$ cat config.mk
export PLATFORM = sky130hd
export DESIGN_NAME = hlsm_sum_match
export DESIGN_NICKNAME = d
export VERILOG_FILES = /design/src/rtl/hlsm_pkg.sv /design/src/rtl/hlsm_match_counter.sv /design/src/rtl/hlsm_sum_match.sv
export SDC_FILE = /design/constraint.sdc
export NUM_CORES = 1
export LEC_CHECK = 0
export BUFFER_PORTS_ARGS = -buffer_cell sky130_fd_sc_hd__buf_2
export CORE_AREA = 4 4 54 56
export CTS_CLUSTER_SIZE = 8
export DETAILED_ROUTE_END_ITERATION = 10
export DIE_AREA = 0 0 58 60
export PLACE_DENSITY = 0.67
export SYNTH_ARGS = -nofsm -noshare
export SYNTH_HDL_FRONTEND = slang
export SYNTH_SLANG_ARGS = --single-unit
export TNS_END_PERCENT = 1
$ cat constraint.sdc
create_clock -name clk -period 2.3 [get_ports clk]
set_input_delay 0.575 -clock clk [delete_from_list [all_inputs] [get_ports clk]]
set_output_delay 0.575 -clock clk [all_outputs]
set_load 0.005 [all_outputs]
$ cat src/rtl/hlsm_pkg.sv
// ---------------------------------------------------------------------------
// hlsm_pkg
//   Shared definitions for the sum-match HLSM: FSM state encoding and the
//   default operand / counter widths used by hlsm_sum_match and
//   hlsm_match_counter.
// ---------------------------------------------------------------------------
package hlsm_pkg;

    // Default operand, target and output width.
    localparam int unsigned HLSM_WIDTH = 4;

    // Default match counter width (only meaningful with HLSM_MATCH_CNT_EN).
    localparam int unsigned HLSM_CNT_W = 8;

    // FSM states; the encoding is fixed so the state can be probed in a lab.
    typedef enum logic [1:0] {
        ST_WAIT  = 2'b00,
        ST_LOAD  = 2'b01,
        ST_CHECK = 2'b10,
        ST_HOLD  = 2'b11
    } hlsm_state_e;

endpackage : hlsm_pkg

$ cat src/rtl/hlsm_match_counter.sv
// ---------------------------------------------------------------------------
// hlsm_match_counter
//   Saturating up-counter of successful sum checks. Instantiated by
//   hlsm_sum_match only when HLSM_MATCH_CNT_EN is defined.
//
// Ports
//   clk    in   rising-edge clock
//   rst    in   synchronous active-high reset, clears the count
//   inc    in   add one this edge (ignored once the count is all ones)
//   count  out  CNT_W-bit registered count
// ---------------------------------------------------------------------------
module hlsm_match_counter
    import hlsm_pkg::*;
#(
    parameter int unsigned CNT_W = HLSM_CNT_W
) (
    input  logic             clk,
    input  logic             rst,
    input  logic             inc,
    output logic [CNT_W-1:0] count
);

    logic [CNT_W-1:0] cnt_q;
    logic [CNT_W-1:0] cnt_d;

    // Stick at all ones instead of wrapping back to zero.
    always_comb begin
        cnt_d = cnt_q;
        if (inc && (cnt_q != {CNT_W{1'b1}})) begin
            cnt_d = cnt_q + CNT_W'(1);
        end
    end

    always_ff @(posedge clk) begin
        if (rst) begin
            cnt_q <= '0;
        end else begin
            cnt_q <= cnt_d;
        end
    end

    assign count = cnt_q;

endmodule : hlsm_match_counter

$ cat src/rtl/hlsm_sum_match.sv
// ---------------------------------------------------------------------------
// hlsm_sum_match
//   Four-state HLSM (WAIT -> LOAD -> CHECK -> HOLD). While b is held high it
//   captures Di/Ei/F, checks Di+Ei == F with the carry kept (a wrapped sum
//   never matches), and on success presents the operands on Do/Eo until b is
//   dropped. done/match report the result while in HOLD.
//
// Ports
//   clk        in   rising-edge clock
//   rst        in   synchronous active-high reset, priority over everything
//   b          in   request, level-sensitive, high for the whole transaction
//   Di, Ei     in   WIDTH-bit operands
//   F          in   WIDTH-bit target sum
//   Do, Eo     out  registered operands on a match, else 0
//   done       out  high in HOLD
//   match_cnt  out  CNT_W-bit saturating count of passed checks
//                   (only when HLSM_MATCH_CNT_EN is defined)
//   match      out  high in HOLD when the check passed
//
// Build option
//   HLSM_MATCH_CNT_EN  adds the match_cnt port and hlsm_match_counter.
// ---------------------------------------------------------------------------
module hlsm_sum_match
    import hlsm_pkg::*;
#(
    parameter int unsigned WIDTH = HLSM_WIDTH,
    parameter int unsigned CNT_W = HLSM_CNT_W
) (
    input  logic             clk,
    input  logic             rst,
    input  logic             b,
    input  logic [WIDTH-1:0] Di,
    input  logic [WIDTH-1:0] Ei,
    input  logic [WIDTH-1:0] F,
    output logic [WIDTH-1:0] Do,
    output logic [WIDTH-1:0] Eo,
    output logic             done,
`ifdef HLSM_MATCH_CNT_EN
    output logic [CNT_W-1:0] match_cnt,
`endif
    output logic             match
);

    // Elaboration-time parameter sanity.
    if (WIDTH < 2) begin : g_bad_width
        $error("hlsm_sum_match: WIDTH must be >= 2");
    end
    if (CNT_W < 1) begin : g_bad_cnt_w
        $error("hlsm_sum_match: CNT_W must be >= 1");
    end

    hlsm_state_e      state_q,  state_d;
    logic [WIDTH-1:0] d_r_q,    d_r_d;
    logic [WIDTH-1:0] e_r_q,    e_r_d;
    logic [WIDTH-1:0] f_r_q,    f_r_d;
    logic [WIDTH-1:0] do_q,     do_d;
    logic [WIDTH-1:0] eo_q,     eo_d;
    logic             done_q,   done_d;
    logic             match_q,  match_d;
    logic             match_inc;

    // One extra bit holds the carry, so e.g. 9+9 (=18) cannot equal 2.
    logic [WIDTH:0] sum;
    logic           sum_ok;

    assign sum    = {1'b0, d_r_q} + {1'b0, e_r_q};
    assign sum_ok = (sum == {1'b0, f_r_q});

    always_comb begin
        // NOTE: every signal assigned here gets a default first; a path that
        // leaves one unassigned would otherwise infer a latch.
        state_d   = state_q;
        d_r_d     = d_r_q;
        e_r_d     = e_r_q;
        f_r_d     = f_r_q;
        do_d      = do_q;
        eo_d      = eo_q;
        done_d    = done_q;
        match_d   = match_q;
        match_inc = 1'b0;

        unique case (state_q)
            ST_WAIT: begin
                if (b) begin
                    state_d = ST_LOAD;
                end
            end

            ST_LOAD: begin
                if (b) begin
                    d_r_d   = Di;
                    e_r_d   = Ei;
                    f_r_d   = F;
                    state_d = ST_CHECK;
                end else begin
                    state_d = ST_WAIT;
                end
            end

            ST_CHECK: begin
                if (b) begin
                    done_d  = 1'b1;
                    state_d = ST_HOLD;
                    if (sum_ok) begin
                        do_d      = d_r_q;
                        eo_d      = e_r_q;
                        match_d   = 1'b1;
                        match_inc = 1'b1;
                    end else begin
                        do_d    = '0;
                        eo_d    = '0;
                        match_d = 1'b0;
                    end
                end else begin
                    // Aborted before the result was produced; outputs are
                    // still the zeros left by WAIT.
                    state_d = ST_WAIT;
                end
            end

            ST_HOLD: begin
                // Results stay frozen until the requester lets go of b.
                if (!b) begin
                    state_d = ST_WAIT;
                    do_d    = '0;
                    eo_d    = '0;
                    done_d  = 1'b0;
                    match_d = 1'b0;
                end
            end

            default: begin
                state_d = ST_WAIT;
            end
        endcase
    end

    always_ff @(posedge clk) begin
        // NOTE: state updates use non-blocking assignments so every flop
        // samples the pre-edge values, independent of statement order.
        if (rst) begin
            state_q <= ST_WAIT;
            // NOTE: the operand registers are cleared as well so the block
            // comes out of reset in a fully known state.
            d_r_q   <= '0;
            e_r_q   <= '0;
            f_r_q   <= '0;
            do_q    <= '0;
            eo_q    <= '0;
            done_q  <= 1'b0;
            match_q <= 1'b0;
        end else begin
            state_q <= state_d;
            d_r_q   <= d_r_d;
            e_r_q   <= e_r_d;
            f_r_q   <= f_r_d;
            do_q    <= do_d;
            eo_q    <= eo_d;
            done_q  <= done_d;
            match_q <= match_d;
        end
    end

    assign Do    = do_q;
    assign Eo    = eo_q;
    assign done  = done_q;
    assign match = match_q;

`ifdef HLSM_MATCH_CNT_EN
    hlsm_match_counter #(
        .CNT_W (CNT_W)
    ) u_match_counter (
        .clk   (clk),
        .rst   (rst),
        .inc   (match_inc),
        .count (match_cnt)
    );
`else
    // Without the counter the increment strobe has no consumer.
    logic unused_match_inc;
    assign unused_match_inc = match_inc;
`endif

endmodule : hlsm_sum_match
# [Word-level counts from Yosys, hierarchy flattened]
# Index checks and enable logic that the tools add are counted.
# W data, S select, Z words.
[op_classes] add_sub_neg=1 reduce_logical=5 mux=18 eq_ne=7
[op_table] op="$mux W4" count=5
[op_table] op="$pmux W4 S2" count=2
[op_table] op="$mux W2" count=4
[op_table] op="$pmux W2 S4" count=1
[op_table] op="$ne A2 B2 Y1 const B" count=3
[op_table] op="$add A4 B4 Y5" count=1
[op_table] op="$eq A5 B4 Y1" count=1
[op_table] op="$eq A2 B2 Y1 const B" count=2
[op_table] op="$mux W1" count=4
[op_table] op="$pmux W1 S2" count=2
[op_table] op="$reduce_and A2 Y1" count=2
[op_table] op="$reduce_and A3 Y1" count=1
[op_table] op="$eq A2 B1 Y1 const B" count=1
[op_table] op="$logic_not A2 Y1" count=1
[op_table] op="$reduce_bool A2 Y1" count=1
[totals] output_inout_bits=10 inputBits=15 ff_bits=24 word_cells=39

# [Depth between registers and ports, before layout]
[logic_depth] ltp_word=5 depth_mapped=6 depth_no_buf=6

# [Worst setup path after synthesis]
# OpenSTA, ideal clock, no wires.
[synth_timing] path_kind="register to register" from="reg d_r_q[0]" to="reg do_q[0], in the netlist Do[0]" path_buffers=0 setup_ns=0.075 setup_slack_ns=0.358 stages_incl_launch_ff=7 arrival_time_ns=1.866 required_time_ns=2.225 path_cell_list="dfxtp_1 ha_1 fa_1 xor2_1 a2111oi_4 o2111ai_4 o21ai_0"
[synth_between] elab_chain_len=5
[synth_rtl] item="start: declaration" line="hlsm_sum_match.sv:53" source="logic [WIDTH-1:0] d_r_q, d_r_d;"
[synth_rtl] item="start signal: assignment" line="hlsm_sum_match.sv:154" source="d_r_q <= d_r_d;"
[synth_rtl] item="$add A4 B4 Y5" line="hlsm_sum_match.sv:66" source="assign sum = {1'b0, d_r_q} + {1'b0, e_r_q};"
[synth_rtl] item="$eq A5 B4 Y1" line="hlsm_sum_match.sv:67" source="assign sum_ok = (sum == {1'b0, f_r_q});"
[synth_rtl] item="$mux W4 (*)" line="hlsm_sum_match.sv:104" source="if (sum_ok) begin"
[synth_rtl] item="$mux W4 (*)" line="hlsm_sum_match.sv:101" source="if (b) begin"
[synth_rtl] item="$pmux W4 S2 (*)" line="hlsm_sum_match.sv:82" source="unique case (state_q)"
[synth_rtl] item="end signal: assignment" line="hlsm_sum_match.sv:157" source="do_q <= do_d;"
[synth_rtl] item="end: declaration" line="hlsm_sum_match.sv:56" source="logic [WIDTH-1:0] do_q, do_d;"
# Every way passes the cells marked *; elsewhere a longest branch is shown, timed or not. The select of a mux whose other input is x is not followed.
# A chain may end at the register's enable or synchronous reset.

# [Final worst setup path]
[layout_timing] from="reg d_r_q[0]" to="reg eo_q[3], in the netlist Eo[3]"
[layout_between] elab_chain_len=5
[layout_rtl] item="$add A4 B4 Y5" line="hlsm_sum_match.sv:66"
[layout_rtl] item="$eq A5 B4 Y1" line="hlsm_sum_match.sv:67"
[layout_rtl] item="$mux W4" line="hlsm_sum_match.sv:104"
[layout_rtl] item="$mux W4" line="hlsm_sum_match.sv:101"
[layout_rtl] item="$pmux W4 S2" line="hlsm_sum_match.sv:82"
[layout_rtl] item="end signal: assignment" line="hlsm_sum_match.sv:158" source="eo_q <= eo_d;"
[layout_rtl] item="end: declaration" line="hlsm_sum_match.sv:57" source="logic [WIDTH-1:0] eo_q, eo_d;"
# Every way passes these cells. The select of a mux whose other input is x is not followed.

==> impl_metrics.env <==
export IMPL_synthMuxAreaShare_pct=0
export IMPL_synth_edf_count=0
export IMPL_layout_nets=172
export IMPL_viasPerCell=5.10
export IMPL_groute_usage_overall_pct=15.1
export IMPL_grt_overflow=0
export IMPL_reg2reg_from="d_r_q[0]"
export IMPL_vias=923
export IMPL_cts_root_buf="clkbuf_4"
export IMPL_worst_pin_slew_ps=405
export IMPL_routabilityCongestion=0.848
export IMPL_num_io_pins=25
export IMPL_cts_resized=0
export IMPL_drive_gt1_share_pct=21.9
export IMPL_postCtsSetupBuffers=0
export IMPL_p_sw_share_pct=22.8
export IMPL_antenna_found_initial=0
export IMPL_avgSynthCellArea_um2=8.48
export IMPL_crit_type="register to register"
export IMPL_initial_core_util_pct=44.3
export IMPL_setup_viol=0
export IMPL_numCtsBuffers=3
export IMPL_tns_ps=0
export IMPL_dp_hpwl_mm=1.74
export IMPL_fin_crit_ps=2120
export IMPL_yosys_top_cells_count="dfxtp_1, nand2_1, a21oi_1, nand3_1, inv_1"
export IMPL_antenna_left=0
export IMPL_clock_sinks=24
export IMPL_core_area_mm2=0.00243
export IMPL_drt_total_wl_mm=2.32
export IMPL_finalCritPeriodShare_pct=92.0
export IMPL_dieArea_mm2=0.00348
export IMPL_fmax_mhz=473
export IMPL_yosysTopAreaCell="dfxtp_1"
export IMPL_rsz0062_at_grt="false"
export IMPL_ys_flop_type="dfxtp_1"
export IMPL_slew_headroom_pct=72.9
export IMPL_synth_nets=147
export IMPL_status="completed"
export IMPL_synthAdderAreaFrac_pct=6.50
export IMPL_yosys_register_bits=24
export IMPL_hold_buffers=0
export IMPL_async_flop_share_pct=0
export IMPL_slew_viol_final=0
export IMPL_grt_pass1_vias=938
export IMPL_synth_cells=127
export IMPL_htreeDepth=1
export IMPL_ys_warn_count=0
export IMPL_synthTopCellsByArea="dfxtp_1, a21oi_1, nand2_1, nand3_1, ha_1"
export IMPL_clock_skew_final_ps=10.7
export IMPL_ys_seq_area_share_pct=44.6
export IMPL_worstPathArrival_ps=2370
export IMPL_hold_start="Eo[2]"
export IMPL_crit_path_start_kind="register"
export IMPL_num_fill_cells=251
export IMPL_startpoint="d_r_q[0]"
export IMPL_worstPathRequired_ps=2550
export IMPL_clk_pin_slew_worst_paths_ps=140
export IMPL_grt_pass1_wl_mm=4.01
export IMPL_hold_ws_ps=453
export IMPL_clock_latency_ps=320
export IMPL_hold_viol=0
export IMPL_seq_power_share_pct=53.0
export IMPL_antennaDiodeCount=0
export IMPL_ys_types=25
export IMPL_clk_path_buf_depth=2
export IMPL_synth_compound_area_share_pct=19.4
export IMPL_synthSimpleGateAreaFrac_pct=19.7
export IMPL_die_h_um=60
export IMPL_dr_pass1_iters=4
export IMPL_netlist_area_leader_share_pct=44.6
export IMPL_worst_path_max_fanout=8
export IMPL_max_vdd_ir_drop_mv=0.456
export IMPL_synthesis_area_mm2=0.00108
export IMPL_clkPwrFrac_pct=37.5
export IMPL_tritoncts="done"
export IMPL_combPwrFrac_pct=9.5
export IMPL_grt_max_degree=19
export IMPL_drc=0
export IMPL_p_leak_nw=0.516
export IMPL_drt_iter0_drc=11
export IMPL_hp_class="register to register"
export IMPL_instances_no_fill=181
export IMPL_p_int_w=0.000635
export IMPL_rows=18
export IMPL_ff2ff_setup_slack_ps=180
export IMPL_synth_xor_area_share_pct=4.07
export IMPL_syn2layout_area_growth_pct=18.4
export IMPL_cap_viol_max_count=0
export IMPL_switching_power_w=0.000187
export IMPL_wl_per_cell_um=12.8
export IMPL_cp_end_kind="register"
export IMPL_power_density_mw_per_mm2=645
export IMPL_die_x_um=58
export IMPL_synth_top_family_by_area="simple AND/OR/NAND/NOR gates"
export IMPL_io_buffers=24
export IMPL_dpl_cell_count=177
==> power groups by stage <==
stage                     Clock [W]  Sequential [W]  Combinational [W]
after global placement            0        0.000444          0.0000760
after detailed placement          0        0.000445          0.0000783
after floorplan                   0        0.000443          0.0000535
final                      0.000308        0.000436          0.0000784
after global routing       0.000331        0.000437          0.0000885
after CTS                  0.000315        0.000436          0.0000792
==> layer usage <==
metal	GRT usage [%]	wire length, um
met3	2.59	66
met2	26.9	1160
met1	17.5	1070
met5	0	0
met4	6.95	27
==> per-stage QoR <==
| step | setup WS [ps] | power, W | util [%] | area, um2 |
|---|---|---|---|---|
| detailed placement | 195 | 0.000523 | 50.3 | 1220 |
| global placement | 294 | 0.000520 | 50.3 | 1220 |
| floorplan | 358 | 0.000496 | - | 1080 |
| finish | 184 | 0.000822 | 52.4 | 1270 |
| global route | 10.5 | 0.000857 | 52.4 | 1270 |
| CTS | 171 | 0.000830 | 52.4 | 1270 |
==> placed cells by master (no fill, tap or decap), types with 3 or more instances in the layout <==
cell / netlist / layout
a21oi_1: 18 / 18
buf_2: 1 / 24
clkbuf_4: 0 / 3
dfxtp_1: 24 / 24
ha_1: 4 / 4
inv_1: 9 / 9
nand2_1: 24 / 24
nand3_1: 13 / 13
nor2_1: 5 / 5
o21ai_0: 5 / 5
o21ai_1: 3 / 3
xor2_1: 3 / 3
==> path summary, 6_finish.rpt <==
path         depth (start not counted)     to
max reg2reg                          6  Eo[3]
min                                  2  Eo[2]
min reg2reg                          2  Eo[2]
max                                  6  Eo[3]
==> sequential cells by signal (all words and copies together) (netlist names) <==
| name | cells |
|---|---|
| Do | 4 |
| Eo | 4 |
| d_r_q | 4 |
| done | 1 |
| e_r_q | 4 |
| f_r_q | 4 |
| match | 1 |
| state_q | 2 |
==> layout make-up <==
class	instances	area [um2]	area share, %
clock inverter	1	30.0	2.36
multi-input combinational	88	536	42.0
clock buffer	3	22.5	1.77
sequential	24	480	37.7
timing repair buffer	26	135	10.6
tap	30	37.5	2.94
inverter	9	33.8	2.65
==> critical path, stage by stage (launching register included) <==
cell	delay, ps
dfxtp_1	350
ha_1	220
fa_1	450
xor2_1	190
a2111oi_4	400
o2111ai_4	240
o21ai_0	200
==> cell families after synthesis <==
group	after synthesis
fa+ha+maj	5
flops	24
buf+inv	15
compound gates	31
simple gates	47
xor+xnor	5
(Power assumes the default switching activity.)
